$ cat config.mk
export PLATFORM = sky130hd
export DESIGN_NAME = rps_match_scorer_flat
export DESIGN_NICKNAME = d
export VERILOG_FILES = /design/src/rtl/rps_match_scorer_if.sv /design/src/rtl/rps_match_scorer.sv /design/src/flat_wrapper.sv
export SDC_FILE = /design/constraint.sdc
export NUM_CORES = 1
export LEC_CHECK = 0
export ABC_CLOCK_PERIOD_IN_PS = 2200
export CORE_AREA = 10 10 90 131
export CTS_CLUSTER_SIZE = 20
export DETAILED_ROUTE_END_ITERATION = 10
export DIE_AREA = 0 0 100 141
export GPL_ROUTABILITY_DRIVEN = 0
export GPL_TIMING_DRIVEN = 1
export SYNTH_ARGS = -nofsm -noshare
export SYNTH_HDL_FRONTEND = slang
export SYNTH_SLANG_ARGS = --single-unit
$ cat constraint.sdc
create_clock -name CLOCK_50 -period 2.2 [get_ports CLOCK_50]
set_input_delay 0.33 -clock CLOCK_50 [delete_from_list [all_inputs] [get_ports CLOCK_50]]
set_output_delay 0.33 -clock CLOCK_50 [all_outputs]
set_load 0.02 [all_outputs]
$ cat src/rtl/rps_match_scorer_if.sv
// Scorer bus: play key, choices and opponent channels in; scores, flags and strobes out.
// No storage here; opp_ready is the only flow control (the scorer waits on it).
interface rps_match_scorer_if #(
    parameter int SCORE_W = 8,
    parameter int NUM_OPP = 3
);
    logic                   start_n;
    logic [1:0]             user_choice;
    logic [1:0]             opp_sel;
    logic [2*NUM_OPP-1:0]   opp_choice;
    logic [NUM_OPP-1:0]     opp_ready;
    logic [1:0]             com_loaded;
    logic [SCORE_W-1:0]     user_score;
    logic [SCORE_W-1:0]     com_score;
    logic                   uwin;
    logic                   cwin;
    logic                   equ;
    logic [SCORE_W-1:0]     round_count;
    logic                   round_valid;
    logic                   draw_req;
    logic                   illegal;
    logic                   timeout;
    logic                   match_over;
    logic [1:0]             match_winner;

    modport master (
        output start_n, user_choice, opp_sel, opp_choice, opp_ready,
        input  com_loaded, user_score, com_score, uwin, cwin, equ, round_count,
               round_valid, draw_req, illegal, timeout, match_over, match_winner
    );

    modport slave (
        input  start_n, user_choice, opp_sel, opp_choice, opp_ready,
        output com_loaded, user_score, com_score, uwin, cwin, equ, round_count,
               round_valid, draw_req, illegal, timeout, match_over, match_winner
    );
endinterface

$ cat src/rtl/rps_match_scorer.sv
// Rock-paper-scissors round/match scorer; result visible 2 cycles after the synchronised key press.
// Stalls in WAIT_READY until the selected opponent raises ready, aborting after READY_TIMEOUT cycles.
module rps_match_scorer #(
    parameter int SCORE_W       = 8,
    parameter int WIN_TARGET    = 5,
    parameter int NUM_OPP       = 3,
    parameter int READY_TIMEOUT = 1023
) (
    input  logic                CLOCK_50,
    input  logic                reset_n,
    rps_match_scorer_if.slave   bus
);
    localparam int                 WAIT_W    = (READY_TIMEOUT > 1) ? $clog2(READY_TIMEOUT + 1) : 1;
    localparam logic [WAIT_W-1:0]  TIMEOUT_L = WAIT_W'(READY_TIMEOUT);
    localparam logic [SCORE_W-1:0] SCORE_MAX = {SCORE_W{1'b1}};
    localparam logic [SCORE_W-1:0] TARGET_L  = SCORE_W'(WIN_TARGET);
    localparam logic [2:0]         NUM_OPP_L = 3'(NUM_OPP);

    typedef enum logic [1:0] {IDLE, WAIT_READY, RESOLVE, MATCH_OVER} state_t;

    state_t              state_q;
    state_t              state_d;
    logic                sync_a;
    logic                sync_b;
    logic                sync_c;
    logic                start_fall;
    logic [1:0]          sel_eff;
    logic [3:0]          ready_pad;
    logic [7:0]          choice_pad;
    logic                ready_eff;
    logic [1:0]          choice_eff;
    logic [1:0]          user_lat;
    logic [WAIT_W-1:0]   wait_cnt;
    logic [WAIT_W-1:0]   wait_nxt;
    logic                u_wins;
    logic                c_wins;
    logic [SCORE_W-1:0]  user_nxt;
    logic [SCORE_W-1:0]  com_nxt;
    logic [SCORE_W-1:0]  rnd_nxt;
    logic                accept;
    logic                reject;
    logic                resolve;
    logic                expire;

    // Released key reads as 1, so reset must not fabricate a press.
    always_ff @(posedge CLOCK_50 or negedge reset_n) begin
        if (!reset_n) begin
            sync_a <= 1'b1;
            sync_b <= 1'b1;
            sync_c <= 1'b1;
        end else begin
            sync_a <= bus.start_n;
            sync_b <= sync_a;
            sync_c <= sync_b;
        end
    end

    assign start_fall = sync_c & ~sync_b;

    // Padding keeps the channel mux width-independent of NUM_OPP.
    assign sel_eff    = ({1'b0, bus.opp_sel} < NUM_OPP_L) ? bus.opp_sel : 2'd0;
    assign ready_pad  = 4'(bus.opp_ready);
    assign choice_pad = 8'(bus.opp_choice);
    assign ready_eff  = ready_pad[sel_eff];
    assign choice_eff = choice_pad[{sel_eff, 1'b0} +: 2];
    assign wait_nxt   = wait_cnt + WAIT_W'(1);

    assign user_nxt = (bus.user_score  == SCORE_MAX) ? bus.user_score  : bus.user_score  + 1'b1;
    assign com_nxt  = (bus.com_score   == SCORE_MAX) ? bus.com_score   : bus.com_score   + 1'b1;
    assign rnd_nxt  = (bus.round_count == SCORE_MAX) ? bus.round_count : bus.round_count + 1'b1;

    // An opponent answer of 11 falls through as a draw.
    always_comb begin
        u_wins = 1'b0;
        c_wins = 1'b0;
        if (choice_eff != 2'b11 && choice_eff != user_lat) begin
            case ({user_lat, choice_eff})
                4'b00_01, 4'b01_10, 4'b10_00: u_wins = 1'b1;
                default:                      c_wins = 1'b1;
            endcase
        end
    end

    always_ff @(posedge CLOCK_50 or negedge reset_n) begin
        if (!reset_n) state_q <= IDLE;
        else          state_q <= state_d;
    end

    always_comb begin
        state_d = state_q;
        accept  = 1'b0;
        reject  = 1'b0;
        resolve = 1'b0;
        expire  = 1'b0;
        case (state_q)
            IDLE: begin
                if (start_fall) begin
                    if (bus.user_choice == 2'b11) begin
                        reject = 1'b1;
                    end else begin
                        accept  = 1'b1;
                        state_d = WAIT_READY;
                    end
                end
            end
            WAIT_READY: begin
                if (ready_eff) begin
                    resolve = 1'b1;
                    state_d = RESOLVE;
                end else if (READY_TIMEOUT != 0 && wait_nxt == TIMEOUT_L) begin
                    expire  = 1'b1;
                    state_d = IDLE;
                end
            end
            RESOLVE:    state_d = bus.match_over ? MATCH_OVER : IDLE;
            MATCH_OVER: state_d = MATCH_OVER;
            default:    state_d = IDLE;
        endcase
    end

    // Round results land on the edge leaving WAIT_READY; RESOLVE is the cycle they are strobed.
    always_ff @(posedge CLOCK_50 or negedge reset_n) begin
        if (!reset_n) begin
            user_lat         <= 2'b00;
            wait_cnt         <= '0;
            bus.com_loaded   <= 2'b00;
            bus.user_score   <= '0;
            bus.com_score    <= '0;
            bus.uwin         <= 1'b0;
            bus.cwin         <= 1'b0;
            bus.equ          <= 1'b0;
            bus.round_count  <= '0;
            bus.round_valid  <= 1'b0;
            bus.illegal      <= 1'b0;
            bus.timeout      <= 1'b0;
            bus.match_over   <= 1'b0;
            bus.match_winner <= 2'b00;
        end else begin
            bus.round_valid <= resolve;
            bus.illegal     <= reject;
            bus.timeout     <= expire;
            if (accept) begin
                user_lat <= bus.user_choice;
                wait_cnt <= '0;
                bus.uwin <= 1'b0;
                bus.cwin <= 1'b0;
                bus.equ  <= 1'b0;
            end
            if (state_q == WAIT_READY) wait_cnt <= wait_nxt;
            if (resolve) begin
                bus.com_loaded  <= choice_eff;
                bus.uwin        <= u_wins;
                bus.cwin        <= c_wins;
                bus.equ         <= ~(u_wins | c_wins);
                bus.round_count <= rnd_nxt;
                if (u_wins) begin
                    bus.user_score <= user_nxt;
                    if (user_nxt == TARGET_L) begin
                        bus.match_over   <= 1'b1;
                        bus.match_winner <= 2'b01;
                    end
                end
                if (c_wins) begin
                    bus.com_score <= com_nxt;
                    if (com_nxt == TARGET_L) begin
                        bus.match_over   <= 1'b1;
                        bus.match_winner <= 2'b10;
                    end
                end
            end
        end
    end

    assign bus.draw_req = bus.round_valid;
endmodule

$ cat src/flat_wrapper.sv
// flat-port wrapper written by rule: the top's interface ports become plain ports
module rps_match_scorer_flat 
#(
    parameter int SCORE_W       = 8,
    parameter int WIN_TARGET    = 5,
    parameter int NUM_OPP       = 3,
    parameter int READY_TIMEOUT = 1023
)
  (CLOCK_50, reset_n, bus_start_n, bus_user_choice, bus_opp_sel, bus_opp_choice, bus_opp_ready, bus_com_loaded, bus_user_score, bus_com_score, bus_uwin, bus_cwin, bus_equ, bus_round_count, bus_round_valid, bus_draw_req, bus_illegal, bus_timeout, bus_match_over, bus_match_winner);
  rps_match_scorer_if #(.SCORE_W(SCORE_W), .NUM_OPP(NUM_OPP)) bus_i ();
  input  logic CLOCK_50;
  input  logic reset_n;
  input wire logic [$bits(bus_i.start_n)-1:0] bus_start_n;
  input wire logic [$bits(bus_i.user_choice)-1:0] bus_user_choice;
  input wire logic [$bits(bus_i.opp_sel)-1:0] bus_opp_sel;
  input wire logic [$bits(bus_i.opp_choice)-1:0] bus_opp_choice;
  input wire logic [$bits(bus_i.opp_ready)-1:0] bus_opp_ready;
  output wire logic [$bits(bus_i.com_loaded)-1:0] bus_com_loaded;
  output wire logic [$bits(bus_i.user_score)-1:0] bus_user_score;
  output wire logic [$bits(bus_i.com_score)-1:0] bus_com_score;
  output wire logic [$bits(bus_i.uwin)-1:0] bus_uwin;
  output wire logic [$bits(bus_i.cwin)-1:0] bus_cwin;
  output wire logic [$bits(bus_i.equ)-1:0] bus_equ;
  output wire logic [$bits(bus_i.round_count)-1:0] bus_round_count;
  output wire logic [$bits(bus_i.round_valid)-1:0] bus_round_valid;
  output wire logic [$bits(bus_i.draw_req)-1:0] bus_draw_req;
  output wire logic [$bits(bus_i.illegal)-1:0] bus_illegal;
  output wire logic [$bits(bus_i.timeout)-1:0] bus_timeout;
  output wire logic [$bits(bus_i.match_over)-1:0] bus_match_over;
  output wire logic [$bits(bus_i.match_winner)-1:0] bus_match_winner;
  assign bus_i.start_n = bus_start_n;
  assign bus_i.user_choice = bus_user_choice;
  assign bus_i.opp_sel = bus_opp_sel;
  assign bus_i.opp_choice = bus_opp_choice;
  assign bus_i.opp_ready = bus_opp_ready;
  assign bus_com_loaded = bus_i.com_loaded;
  assign bus_user_score = bus_i.user_score;
  assign bus_com_score = bus_i.com_score;
  assign bus_uwin = bus_i.uwin;
  assign bus_cwin = bus_i.cwin;
  assign bus_equ = bus_i.equ;
  assign bus_round_count = bus_i.round_count;
  assign bus_round_valid = bus_i.round_valid;
  assign bus_draw_req = bus_i.draw_req;
  assign bus_illegal = bus_i.illegal;
  assign bus_timeout = bus_i.timeout;
  assign bus_match_over = bus_i.match_over;
  assign bus_match_winner = bus_i.match_winner;
  rps_match_scorer #(.SCORE_W(SCORE_W), .WIN_TARGET(WIN_TARGET), .NUM_OPP(NUM_OPP), .READY_TIMEOUT(READY_TIMEOUT)) u_core (.CLOCK_50(CLOCK_50), .reset_n(reset_n), .bus(bus_i));
endmodule
==> results.sh <==
export IMPL_hold_viol=0
export IMPL_synth_warnings=0
export IMPL_drive_gt1_frac=0.203
export IMPL_area_growth_pct=36.9
export IMPL_grtUsageMet2=0.152
export IMPL_rows=44
export IMPL_tns_ns=0
export IMPL_yosysSeqAreaShare=0.474
export IMPL_drcViolationCount=0
export IMPL_finalInstanceArea_mm2=0.00377
export IMPL_layout_nets=365
export IMPL_rsz0062_at_grt="false"
export IMPL_p_seq_frac=0.394
export IMPL_post_route_min_period_ns=2.07
export IMPL_hold_buffers=0
export IMPL_drt_initial_drc_count=105
export IMPL_cts_root_buffer_cell="clkbuf_16"
export IMPL_dpl_cell_area_mm2=0.00353
export IMPL_synth_most_common_cell="dfrtp_1"
export IMPL_setup_worst_path_end_class="register"
export IMPL_fp_dieW_um=100
export IMPL_grt_usage=0.0937
export IMPL_p_sw_frac=0.369
export IMPL_maxCapViolCount=0
export IMPL_die_h_um=141
export IMPL_synthTopCellsByCount="49 x dfrtp_1, 24 x nand2_1, 23 x o21ai_0, 18 x nor2_1, 17 x nand3_1"
export IMPL_synth_edf_count=0
export IMPL_synth_cell_area_mm2=0.00275
export IMPL_dr_pass1_iters=4
export IMPL_power_density_mw_per_mm2=991
export IMPL_dieArea_mm2=0.0141
export IMPL_portBuffers=51
export IMPL_outcome="completed"
export IMPL_synth_async_reset_ratio=1.00
export IMPL_crit_fanout=8
export IMPL_grt_pass1_wl_um=11000
export IMPL_slew_headroom=0.560
export IMPL_met1_usage=0.111
export IMPL_vias=2226
export IMPL_netlist_top_cells_area="dfrtp_1 45%, mux2_2 5.7%, o21ai_0 4.2%"
export IMPL_syn_inst=270
export IMPL_initial_core_util=0.289
export IMPL_clockBufferDepth=2
export IMPL_tightestPinTransition_ns=0.660
export IMPL_max_freq_mhz=483
export IMPL_use_met3=0.0264
export IMPL_clkSlewWorstSetupHoldPaths_ns=0.07
export IMPL_hpwl_um=4800
export IMPL_drt_wl_total_um=6510
export IMPL_coreArea_mm2=0.00952
export IMPL_finalPower_mw=3.73
export IMPL_setup_viol=0
export IMPL_cts_htree_levels=2
export IMPL_synth_cell_types=46
export IMPL_fin_cells=460
export IMPL_grt_pass1_vias=2310
export IMPL_synth_seq_cells=52
export IMPL_dp_cells=451
export IMPL_hold_path_class="input pin to async pin"
export IMPL_yosysTopAreaCell="dfrtp_1"
export IMPL_arrival_ns=2.25
export IMPL_insertion_delay_ns=0.29
export IMPL_crit_required_ns=2.38
export IMPL_cts_tree="yes"
export IMPL_ant_nets=0
export IMPL_viasPerCell=4.84
export IMPL_skew_ns=0.00969
export IMPL_cp_start_kind="input pin"
export IMPL_wl_per_cell_um=14.2
export IMPL_busiest_layer="met2"
export IMPL_ys_flop_type="dfrtp_1"
export IMPL_leakage_nw=1.61
export IMPL_syn_area_per_cell_um2=10.2
export IMPL_antenna_cells=0
export IMPL_antenna_found_initial=0
export IMPL_slew_viol_final=0
export IMPL_yosysTopAreaCellShare=0.446
export IMPL_internal_power_mw=2.35
export IMPL_fillers=951
export IMPL_min_period_over_period=0.941
export IMPL_clkPwrFrac=0.204
export IMPL_ios=52
export IMPL_combPwrFrac=0.402
export IMPL_vdd_drop_max_mv=0.559
export IMPL_switchingPower_mw=1.38
export IMPL_cts_buffers=5
export IMPL_synth_nets=291
export IMPL_clock_sinks=52
export IMPL_grt_ovfl_total=0
export IMPL_grt_max_degree=53
export IMPL_final_util=0.395
export IMPL_crit_type="input pin to register"
==> registers in the layout, summed over array words and instances, names as in the netlist <==
name	count
u_core.sync_c	1
u_core.bus.com_loaded	2
u_core.user_lat	2
u_core.state_q	2
u_core.bus.match_over	1
u_core.bus.uwin	1
u_core.sync_a	1
u_core.bus.com_score	8
u_core.bus.round_count	8
u_core.bus.equ	1
u_core.bus.cwin	1
u_core.sync_b	1
u_core.bus.timeout	1
u_core.bus.draw_req	1
u_core.bus.user_score	8
u_core.wait_cnt	10
u_core.bus.match_winner	2
u_core.bus.illegal	1
==> power by group through the flow <==
stage | clock, mW | combinational, mW | sequential, mW
final | 0.763 | 1.50 | 1.47
after global routing | 0.830 | 1.66 | 1.51
after CTS | 0.790 | 1.51 | 1.47
after detailed placement | 0 | 1.47 | 1.48
after global placement | 0 | 1.46 | 1.48
after floorplan | 0 | 0.647 | 1.61
==> final timing paths <==
| path | slack, ns | end | startpoint | cells past startpoint |
|---|---|---|---|---|
| setup / recovery | 0.13 | u_core.bus.com_score[1] | bus_opp_choice[1] | 7 |
| setup reg to reg | 0.17 | u_core.bus.match_winner[1] | u_core.bus.user_score[1] | 7 |
| hold / removal | 0.15 | u_core.bus.user_score[7] | reset_n | 2 |
| max in group asynchronous | 1.60 | u_core.bus.round_count[3] | reset_n | 2 |
| hold reg to reg | 0.36 | u_core.sync_c | u_core.sync_b | 0 |
| min in group CLOCK_50 | 0.36 | u_core.sync_c | u_core.sync_b | 0 |
==> cell usage in the layout (no fill, tap or decap), types with 4 or more instances in the layout <==
cell type,instances
a21oi_1,6
a31oi_1,5
and3_1,7
buf_4,24
clkbuf_16,5
clkdlybuf4s50_1,48
dfrtp_1,49
ha_1,4
inv_1,6
mux2_2,11
nand2_1,24
nand2b_1,7
nand3_1,17
nand4_1,12
nor2_1,17
nor3_1,7
o21ai_0,23
xnor2_1,10
xor2_1,13
==> per-stage QoR <==
step	hold slack (ns)	worst slack, ns
floorplan	0.0344	0.0639
global placement	0.352	-0.443
detailed placement	0.353	-0.483
CTS	0.183	0.0700
global route	0.218	0.000429
finish	0.146	0.130
==> cell type report <==
class | instances | area [µm²] | area share
Multi-Input combinational cell | 201 | 1430 | 0.380
Sequential cell | 52 | 1310 | 0.347
Timing Repair Buffer | 78 | 721 | 0.191
Tap cell | 115 | 144 | 0.0382
Clock buffer | 6 | 129 | 0.0342
Inverter | 6 | 22.5 | 0.00598
Clock inverter | 2 | 12.5 | 0.00332
==> cells by family after synthesis <==
kind of cell / Yosys count / share of synthesized area
AND/OR/NAND/NOR: 109 / 0.214
flip-flops: 52 / 0.474
AO/OA/AOI/OAI: 42 / 0.0960
XOR/XNOR: 23 / 0.0732
multiplexers: 22 / 0.0891
buffers and inverters: 17 / 0.0309
adder cells (fa/ha/maj): 5 / 0.0227
==> critical path, stage by stage <==
cell and delay [ns]:
clkdlybuf4s50_1 0.57, mux2i_4 0.12, o22ai_4 0.24, xnor2_1 0.09, a211o_2 0.40, nor2_2 0.16
mux2_2 0.33
==> routing by layer <==
layer / vias up / share of wire
met3: 7 / 0.052
met2: 42 / 0.49
li1: 1106 / -
met5: - / 0
met1: 1071 / 0.44
met4: 0 / 0.022
==> repair_timing <==
| action | 4_1_cts | 5_1_grt |
|---|---|---|
| setup endpoints to repair | 14 | 7 |
| setup buffers | 1 | 0 |
| endpoints found under the hold margin | 0 | 0 |
| gates resized for setup | 14 | 5 |
| pin swaps | 4 | 0 |
| gates cloned | 0 | 0 |
Power figures use the tool's default switching activity.
